File: src/rtl/uart_pkg.sv
// Shared types and constants for the FISC receive UART.
// UART_RX_PARITY_EN selects an 8E1 frame instead of 8N1 and changes FRAME_BITS.
package uart_pkg;

    typedef enum logic [2:0] {
        IDLE,
        START,
        DATA,
        PARITY,
        STOP
    } rx_state_t;

    localparam int CLK_DIV_DEFAULT    = 16;
    localparam int FIFO_DEPTH_DEFAULT = 4;
    localparam int DATA_BITS          = 8;

`ifdef UART_RX_PARITY_EN
    localparam int FRAME_BITS = 11;   // start + 8 data + parity + stop
`else
    localparam int FRAME_BITS = 10;   // start + 8 data + stop
`endif

endpackage

File: src/rtl/uart_rx_fifo.sv
// Receive FIFO: synchronous push/pop, extra pointer bit for full/empty, head shown combinationally.
module uart_rx_fifo #(
    parameter int Depth = 4,
    parameter int Width = 8
) (
    input  logic             clk,
    input  logic             rst,
    input  logic             push,
    input  logic             pop,
    input  logic [Width-1:0] din,
    output logic [Width-1:0] dout,
    output logic             empty,
    output logic             full
);

    localparam int AW = $clog2(Depth);

    logic [Width-1:0] mem [Depth];
    logic [AW:0]      wr_ptr_reg;
    logic [AW:0]      rd_ptr_reg;
    logic             wr_en;
    logic             rd_en;

    assign empty = (wr_ptr_reg == rd_ptr_reg);
    assign full  = (wr_ptr_reg[AW] != rd_ptr_reg[AW]) &&
                   (wr_ptr_reg[AW-1:0] == rd_ptr_reg[AW-1:0]);

    // When full, a concurrent pop frees the head slot, so the push may land in it.
    assign wr_en = push && (!full || pop);
    assign rd_en = pop && !empty;

    always_ff @(posedge clk) begin
        if (wr_en) begin
            mem[wr_ptr_reg[AW-1:0]] <= din;
        end
    end

    always_ff @(posedge clk or posedge rst) begin
        if (rst) begin
            wr_ptr_reg <= '0;
            rd_ptr_reg <= '0;
        end else begin
            if (wr_en) begin
                wr_ptr_reg <= wr_ptr_reg + 1'b1;
            end
            if (rd_en) begin
                rd_ptr_reg <= rd_ptr_reg + 1'b1;
            end
        end
    end

    assign dout = mem[rd_ptr_reg[AW-1:0]];

endmodule

File: src/rtl/uart_rx.sv
// FISC UART receiver: 8N1 deserialiser into a small FIFO, popped on the rising edge of rd_n.
// Define UART_RX_PARITY_EN for 8E1 frames and the extra parity_err flag.
module uart_rx
    import uart_pkg::*;
#(
    parameter int ClkDiv    = CLK_DIV_DEFAULT,
    parameter int FifoDepth = FIFO_DEPTH_DEFAULT
) (
    input  logic       i_clk,
    input  logic       reset,
    input  logic       rxd,
    input  logic       rd_n,
    output logic [7:0] data,
    output logic       rx_avail,
    output logic       overrun,
    output logic       frame_err
`ifdef UART_RX_PARITY_EN
    ,
    output logic       parity_err
`endif
);

    localparam int CNT_W = $clog2(ClkDiv);
    localparam int BIT_W = $clog2(FRAME_BITS);
    localparam logic [CNT_W-1:0] HALF_LAST = CNT_W'(ClkDiv / 2 - 1);
    localparam logic [CNT_W-1:0] FULL_LAST = CNT_W'(ClkDiv - 1);
    localparam logic [BIT_W-1:0] LAST_DATA = BIT_W'(DATA_BITS - 1);

    logic                 sync1_reg;
    logic                 sync2_reg;
    logic                 sync3_reg;
    logic                 rx_bit;
    logic                 fall;

    rx_state_t            state_reg;
    logic [CNT_W-1:0]     cnt_reg;
    logic [BIT_W-1:0]     bit_idx_reg;
    logic [7:0]           shift_reg;
    logic                 stop_bad_reg;
    logic                 push_reg;
    logic                 ferr_set_reg;
`ifdef UART_RX_PARITY_EN
    logic                 par_bit_reg;
    logic                 perr_set_reg;
`endif

    logic                 rd_n_reg;
    logic                 pop_edge;
    logic                 pop;
    logic [7:0]           head;
    logic                 empty;
    logic                 full;

    always_ff @(posedge i_clk or posedge reset) begin
        if (reset) begin
            sync1_reg <= 1'b1;
            sync2_reg <= 1'b1;
            sync3_reg <= 1'b1;
        end else begin
            sync1_reg <= rxd;
            sync2_reg <= sync1_reg;
            sync3_reg <= sync2_reg;
        end
    end

    assign rx_bit = sync2_reg;
    assign fall   = sync3_reg & ~sync2_reg;

    // Counter starts at 1 in START so the start sample lands ClkDiv/2 after the synchronised edge.
    always_ff @(posedge i_clk or posedge reset) begin
        if (reset) begin
            state_reg    <= IDLE;
            cnt_reg      <= '0;
            bit_idx_reg  <= '0;
            shift_reg    <= '0;
            stop_bad_reg <= 1'b0;
            push_reg     <= 1'b0;
            ferr_set_reg <= 1'b0;
`ifdef UART_RX_PARITY_EN
            par_bit_reg  <= 1'b0;
            perr_set_reg <= 1'b0;
`endif
        end else begin
            push_reg     <= 1'b0;
            ferr_set_reg <= 1'b0;
`ifdef UART_RX_PARITY_EN
            perr_set_reg <= 1'b0;
`endif
            case (state_reg)
                IDLE: begin
                    if (fall) begin
                        state_reg <= START;
                        cnt_reg   <= CNT_W'(1);
                    end
                end
                START: begin
                    if (cnt_reg == HALF_LAST) begin
                        cnt_reg     <= '0;
                        bit_idx_reg <= '0;
                        state_reg   <= rx_bit ? IDLE : DATA;
                    end else begin
                        cnt_reg <= cnt_reg + 1'b1;
                    end
                end
                DATA: begin
                    if (cnt_reg == FULL_LAST) begin
                        cnt_reg     <= '0;
                        shift_reg   <= {rx_bit, shift_reg[7:1]};
                        bit_idx_reg <= bit_idx_reg + 1'b1;
                        if (bit_idx_reg == LAST_DATA) begin
`ifdef UART_RX_PARITY_EN
                            state_reg <= PARITY;
`else
                            state_reg <= STOP;
`endif
                        end
                    end else begin
                        cnt_reg <= cnt_reg + 1'b1;
                    end
                end
`ifdef UART_RX_PARITY_EN
                PARITY: begin
                    if (cnt_reg == FULL_LAST) begin
                        cnt_reg     <= '0;
                        par_bit_reg <= rx_bit;
                        state_reg   <= STOP;
                    end else begin
                        cnt_reg <= cnt_reg + 1'b1;
                    end
                end
`endif
                STOP: begin
                    if (stop_bad_reg) begin
                        // Line must return high before another start edge can be trusted.
                        if (rx_bit) begin
                            stop_bad_reg <= 1'b0;
                            state_reg    <= IDLE;
                        end
                    end else if (cnt_reg == FULL_LAST) begin
                        cnt_reg <= '0;
                        if (rx_bit) begin
                            push_reg  <= 1'b1;
                            state_reg <= IDLE;
`ifdef UART_RX_PARITY_EN
                            perr_set_reg <= ^{shift_reg, par_bit_reg};
`endif
                        end else begin
                            ferr_set_reg <= 1'b1;
                            stop_bad_reg <= 1'b1;
                        end
                    end else begin
                        cnt_reg <= cnt_reg + 1'b1;
                    end
                end
                default: begin
                    state_reg <= IDLE;
                end
            endcase
        end
    end

    always_ff @(posedge i_clk or posedge reset) begin
        if (reset) begin
            rd_n_reg <= 1'b1;
        end else begin
            rd_n_reg <= rd_n;
        end
    end

    assign pop_edge = ~rd_n_reg & rd_n;
    assign pop      = pop_edge & ~empty;

    uart_rx_fifo #(
        .Depth (FifoDepth),
        .Width (8)
    ) u_fifo (
        .clk   (i_clk),
        .rst   (reset),
        .push  (push_reg),
        .pop   (pop_edge),
        .din   (shift_reg),
        .dout  (head),
        .empty (empty),
        .full  (full)
    );

    // New error events win over a pop-clear in the same cycle.
    always_ff @(posedge i_clk or posedge reset) begin
        if (reset) begin
            overrun    <= 1'b0;
            frame_err  <= 1'b0;
`ifdef UART_RX_PARITY_EN
            parity_err <= 1'b0;
`endif
        end else begin
            if (pop) begin
                overrun    <= 1'b0;
                frame_err  <= 1'b0;
`ifdef UART_RX_PARITY_EN
                parity_err <= 1'b0;
`endif
            end
            if (push_reg && full && !pop_edge) begin
                overrun <= 1'b1;
            end
            if (ferr_set_reg) begin
                frame_err <= 1'b1;
            end
`ifdef UART_RX_PARITY_EN
            if (perr_set_reg) begin
                parity_err <= 1'b1;
            end
`endif
        end
    end

    assign rx_avail = ~empty;
    assign data     = empty ? 8'h00 : head;

endmodule

File: config.mk
export PLATFORM = sky130hd
export DESIGN_NAME = uart_rx
export DESIGN_NICKNAME = d
export VERILOG_FILES = /design/src/rtl/uart_pkg.sv /design/src/rtl/uart_rx_fifo.sv /design/src/rtl/uart_rx.sv
export SDC_FILE = /design/constraint.sdc
export NUM_CORES = 1
export LEC_CHECK = 0
export ABC_CLOCK_PERIOD_IN_PS = 2040
export BUFFER_PORTS_ARGS = -buffer_cell sky130_fd_sc_hd__buf_2
export CELL_PAD_IN_SITES_DETAIL_PLACEMENT = 0
export CELL_PAD_IN_SITES_GLOBAL_PLACEMENT = 2
export CORE_MARGIN = 5
export CORE_UTILIZATION = 40
export DETAILED_ROUTE_END_ITERATION = 10
export GPL_TIMING_DRIVEN = 0
export PLACE_DENSITY = 0.77
export SYNTH_ARGS = -nofsm -noshare
export SYNTH_HDL_FRONTEND = slang
export SYNTH_HIERARCHICAL = 1
export SYNTH_SLANG_ARGS = --single-unit
File: constraint.sdc
create_clock -name i_clk -period 2.04 [get_ports i_clk]
set_clock_uncertainty 0.2 [all_clocks]
set_input_delay 0.408 -clock i_clk [delete_from_list [all_inputs] [get_ports i_clk]]
set_output_delay 0.408 -clock i_clk [all_outputs]
set_load 0.01 [all_outputs]
==> Yosys cells after proc, flatten, opt, wreduce, memory -nomap -nowiden <==
Memories as Yosys holds them, arrays and structs flattened.
Index checks and enable logic that the tools add are counted.
{ "op_classes": {"add_sub_neg": 4, "eq_ne": 15, "mux": 32, "bitwise": 6, "n_reduce_logical": 18} }
{ "ops": {"columns": ["cell", "n"], "rows": [
  ["two-way mux 4 bit", 6],
  ["two-way mux 3 bit", 7],
  ["case mux 4 bit (4 select lines)", 1],
  ["two-way mux 1 bit", 14],
  ["case mux 3 bit (4 select lines)", 1],
  ["!= test 2 bit, second input constant", 5],
  ["adder 4 x 1 -> 4 bit, second input constant", 2],
  ["== test 4 x 3 -> 1 bit, second input constant", 2],
  ["two-way mux 8 bit", 1],
  ["case mux 4 bit (2 select lines)", 1],
  ["adder 3 x 1 -> 3 bit, second input constant", 2],
  ["AND reduction 3 bit", 2],
  ["nonzero test 2 bit", 3],
  ["logical AND 1 bit", 5],
  ["AND reduction 5 bit", 1],
  ["== test 4 bit, second input constant", 1],
  ["nonzero test 4 bit", 1],
  ["bitwise AND 1 bit", 3],
  ["== test 3 x 1 -> 1 bit, second input constant", 1],
  ["== test 3 x 2 -> 1 bit, second input constant", 1],
  ["== test 3 bit", 1],
  ["== test 3 bit, second input constant", 1],
  ["zero test 1 bit", 3],
  ["zero test 3 bit", 1],
  ["7 further kinds", 9]
]} }
{ "totals": {"register_bits": 34, "ramBits": 32, "in_bits": 4, "output_inout_bits": 11, "wordCells": 91, "memories": 1} }
{ "mem_list": {"columns": ["name", "words", "word_bits", "rd", "rd_ports_with_merged_regs", "wr", "line", "text"], "rows": [
  ["u_fifo.mem", 4, 8, 1, 0, 1, "uart_rx_fifo.sv:18", "logic [Width-1:0] mem [Depth];"]
]} }

==> Longest topological paths before layout <==
{ "logic_depth": {"word_depth": 7, "mapped_depth": 7, "mapped_depth_nobuf": 6} }

==> By module <==
The synthesis kept the hierarchy.
{ "modules_own_cells": {"columns": ["module", "instances", "cells_per_inst", "area_per_inst_um2", "seq_area_each_um2"], "rows": [
  ["uart_rx_fifo", 1, 78, 1651.6, 1111.1],
  ["uart_rx", 1, 122, 1338.8, 705.7]
]} }

==> Worst setup path after synthesis <==
No wires, ideal clock.
{ "synth_path": {"path_kind": "reg-to-output", "start": "register u_fifo.rd_ptr_reg[0]", "end": "output port rx_avail", "t_arrival_ns": 1.485, "setup_slack_ns": -0.053, "stages_incl_launch_ff": 5, "n_path_buf": 1, "cell_sequence": "dfrtp_1 > buf_6 > xor2_4 > nor3_1 > inv_1"} }
{ "synth_via": {"elab_chain_len": 2} }
{ "synth_rtl": {"columns": ["item", "line", "text"], "rows": [
  ["start, declared", "uart_rx_fifo.sv:20", "logic [AW:0] rd_ptr_reg;"],
  ["start signal, assigned", "uart_rx_fifo.sv:47", "rd_ptr_reg <= rd_ptr_reg + 1'b1;"],
  ["== test 3 bit", "uart_rx_fifo.sv:24", "assign empty = (wr_ptr_reg == rd_ptr_reg);"],
  ["named net empty", "uart_rx.sv:51", "logic empty;"],
  ["NOT 1 bit", "uart_rx.sv:217", "assign rx_avail = ~empty;"],
  ["end, declared", "uart_rx.sv:14", "output logic rx_avail,"]
]} }
The timed path passes the listed nets, and every way through them passes these cells.

==> Worst setup path in the final report <==
{ "layout_path": {"start": "register u_fifo.rd_ptr_reg[0]", "end": "output port data[5]"} }
{ "layout_via": {"elab_chain_len": 2, "elab_cells_between_ends": 3, "cone_classes": "eq/ne: 1; mux: 1; memory: 1"} }
{ "layout_rtl": {"columns": ["item", "line", "text"], "rows": [
  ["memory read (4 x 8 bit)", null, null],
  ["named net head[5]", "uart_rx.sv:50", "logic [7:0] head;"],
  ["two-way mux 8 bit", "uart_rx.sv:218", "assign data = empty ? 8'h00 : head;"],
  ["end, declared", "uart_rx.sv:13", "output logic [7:0] data,"]
]} }
The timed path passes the listed nets, and every way through them passes these cells.

==> run summary <==
Status - finished with violations
Failing checks - negative setup slack
First-pass GRT wire length - 8400 µm
Placed Instances - 313
I/O Buffers - 14
Root buffer cell - clkbuf_8
Post-route insts no fill - 343
Reg2Reg Setup Slack - -100 ps
Maximum clock rate - 0.436 GHz
Chip height - 96.5 µm
NetSw - 0.780 mW
GR Overflow Total - 0
# IOs - 15
Met2 Resource Use GR - 19.1%
Register area - 0.00182 mm²
M1 GR Usage - 15.7%
Routability Congestion - 0.715
Post-DRT Antenna Nets - 0
Setup-failing EPs final - 33
Core outline area - 0.00725 mm²
Startpoint Class - flop
Slew @ Worst Pin - 717 ps
Cell Pwr Density - 856 mW/mm²
TritonRoute pass-1 iters - 4
Mean Syn Cell Area - 15.0 µm²
Max clock buf depth - 2
Pre-CTS setup slack - -288 ps
Internal power - 2.31 mW
WP data required - 1430 ps
Synth Flop Type - edfxtp_1
Max-cap violations - 0
Synthesized instance count - 200
Hold slack - 162 ps
Register area share after synthesis - 60.8%
Crit path kind - flop to output port
Residual DRC - 0
Area of the die - 0.00931 mm²
Clk Latency, worst-skew pair - 330 ps
Vias in the first global route - 1,697
HPWL after detailed placement - 3210 µm
Sw frac - 25.2%
Comb pwr share - 11.7%
Fin util - 49.8%
YS warnings - 6
Vias post-DR - 1,720
Max-slew violations - 0
Period minus WS final - 2290 ps
M3 GR Usage - 2.63%
CTS tree - done
Leak pwr - 1.48 nW
Syn Nets - 211
CP cell instances - buf_12 -> mux4_2 -> nor2b_1 -> buf_2
#FFs+latches synth - 66
Hold WC Path Type - flop to flop
Clock sinks - 66
RSZ-0062 raised after global routing - yes
Largest net degree at the start of global routing - 29
Starting density of the core - 41.2%
Via-to-Cell Ratio - 5.01
Worst ir drop on vdd - 0.000392 V
Net count reported at finish - 250
Post-synth ARST share - 51.5%
Routed WL - 5070 µm
Critical-path top delay cell - mux4_2
Gr usage total - 12.1%
Delay-heaviest family, CP - multiplexers
GR peak layer - met2
Synth unique cells - 51
Largest register FFs - 32
Multi-input gate area in the final layout - 0.00114 mm²
Kind of end point of the critical path - output port
Final worst slack - -252 ps
WL/cell - 14.8 µm
CP max stage delay - 490 ps
Worst path bufs/invs - 2
Number of synthesized flops with an enable pin - 32
Tcrit/Tclk final - 112%
Clock power share - 39.7%
Die boundary width - 96.5 µm
H-tree Lvls - 3
Iteration-0 DRC Markers - 101
Headroom to the max-slew limit - 52.1%
Worst Path Max Fanout - 5
Most frequent cells in the layout - edfxtp_1, dfrtp_1, buf_2
Antenna violations before repair - 0
Area delta synth->final - 20.8%
Num CTS Buffers - 9
CP arrival - 1680 ps
Commonest non-fill, non-tap cell in the layout - edfxtp_1
# rows - 31
Flop pwr share - 48.5%
Layout cells sized above 1 - 36.1%
Clk slew on worst S/H paths - 80 ps
FILL cells - 643
Diode count - 0
Post-Syn Area - 0.00299 mm²
Final hold vios - 0
## cells in the mapped netlist, drive strengths merged (2+ instances only)
cell type  number  area [µm²]
edfxtp         32         961
dfrtp          30         751
mux2           11         124
nor2b          10        62.6
nand2           9        33.8
inv             8        30.0
mux4            8         210
ha              7        87.6
o21ai           7        35.0
xnor2           6        52.6
and3            5        31.3
nand3           5        25.0
nor2            5        18.8
dfstp           4         105
nand3b          4        30.0
nor3            4        20.0
or3b            4        35.0
buf             3        27.5
clkbuf          3        11.3
xor2            3        63.8
a211o           2        17.5
a21oi           2        10.0
nand2b          2        12.5
nand4           2        12.5
o31ai           2        20.0
o41ai           2        32.5
or4             2        18.8
or4b            2        20.0
## kinds of logic (layout without fill, tap and decap cells)
| logic type | after synthesis | after routing | synth area share (%) |
|---|---|---|---|
| buffers and inverters | 14 | 58 | 2.30 |
| XOR/XNOR | 9 | 9 | 3.89 |
| AND/OR/NAND/NOR | 57 | 57 | 11.5 |
| AO/OA/AOI/OAI | 27 | 27 | 7.16 |
| flip-flops | 66 | 66 | 60.8 |
| multiplexers | 20 | 20 | 11.5 |
| adder cells (fa/ha/maj) | 7 | 7 | 2.93 |
## area by class of cell
cell class	instances	share of cell area, %
plain buffers	6	1.42
clock buffers	9	3.43
clock inverters	7	2.84
inverters	8	0.935
multi-input cells	120	31.5
flip-flops and latches	66	50.4
well taps	99	3.43
repair buffers	28	6.10
## worst paths after layout
path	from	end	cells past startpoint
max in group asynchronous	reset	state_reg[1]$_DFFE_PP0P_	3
min in group asynchronous	reset	u_fifo/wr_ptr_reg[0]$_DFFE_PP0P_	3
hold reg to reg	sync1_reg$_DFF_PP1_	rx_bit$_DFF_PP1_	0
setup / recovery	u_fifo/rd_ptr_reg[0]$_DFFE_PP0P_	data[5]	4
setup reg to reg	u_fifo/rd_ptr_reg[1]$_DFFE_PP0P_	u_fifo/mem[1][7]$_DFFE_PP_	5
hold / removal	sync1_reg$_DFF_PP1_	rx_bit$_DFF_PP1_	0
## power by group through the flow
stage | Clock, mW | Combinational (mW) | Sequential, mW
after detailed placement | 0 | 0.352 | 1.53
after floorplan | 0 | 0.284 | 1.51
after global routing | 1.32 | 0.414 | 1.51
final | 1.23 | 0.363 | 1.50
after CTS | 1.26 | 0.358 | 1.50
after global placement | 0 | 0.351 | 1.53
## routing by layer
| metal | part of all wire [%] | wire [µm] | vias up |
|---|---|---|---|
| met5 | 0 | 0 | - |
| met4 | 1.7 | 84 | 0 |
| met3 | 3.3 | 165 | 9 |
| met2 | 49 | 2480 | 29 |
| met1 | 46 | 2340 | 852 |
| li1 | - | - | 830 |
## metrics by stage
stage / setup TNS (ps) / instance area, µm² / total power [mW]
global placement: -5910 / 3190 / 1.88
floorplan: 0 / 3000 / 1.80
global route: -6310 / 3610 / 3.25
detailed placement: -7020 / 3190 / 1.88
CTS: -2650 / 3500 / 3.12
finish: -4090 / 3610 / 3.09
## timing repair
| action | in CTS | in global routing |
|---|---|---|
| setup endpoints to repair | 43 | 45 |
| resized for setup | 14 | 21 |
| pin swaps | 2 | 4 |
| hold buffers | 3 | 0 |
| cloned | 0 | 1 |
| hold endpoints to repair | 8 | 0 |
| setup buffers | 2 | 8 |
(Power assumes the default switching activity.)
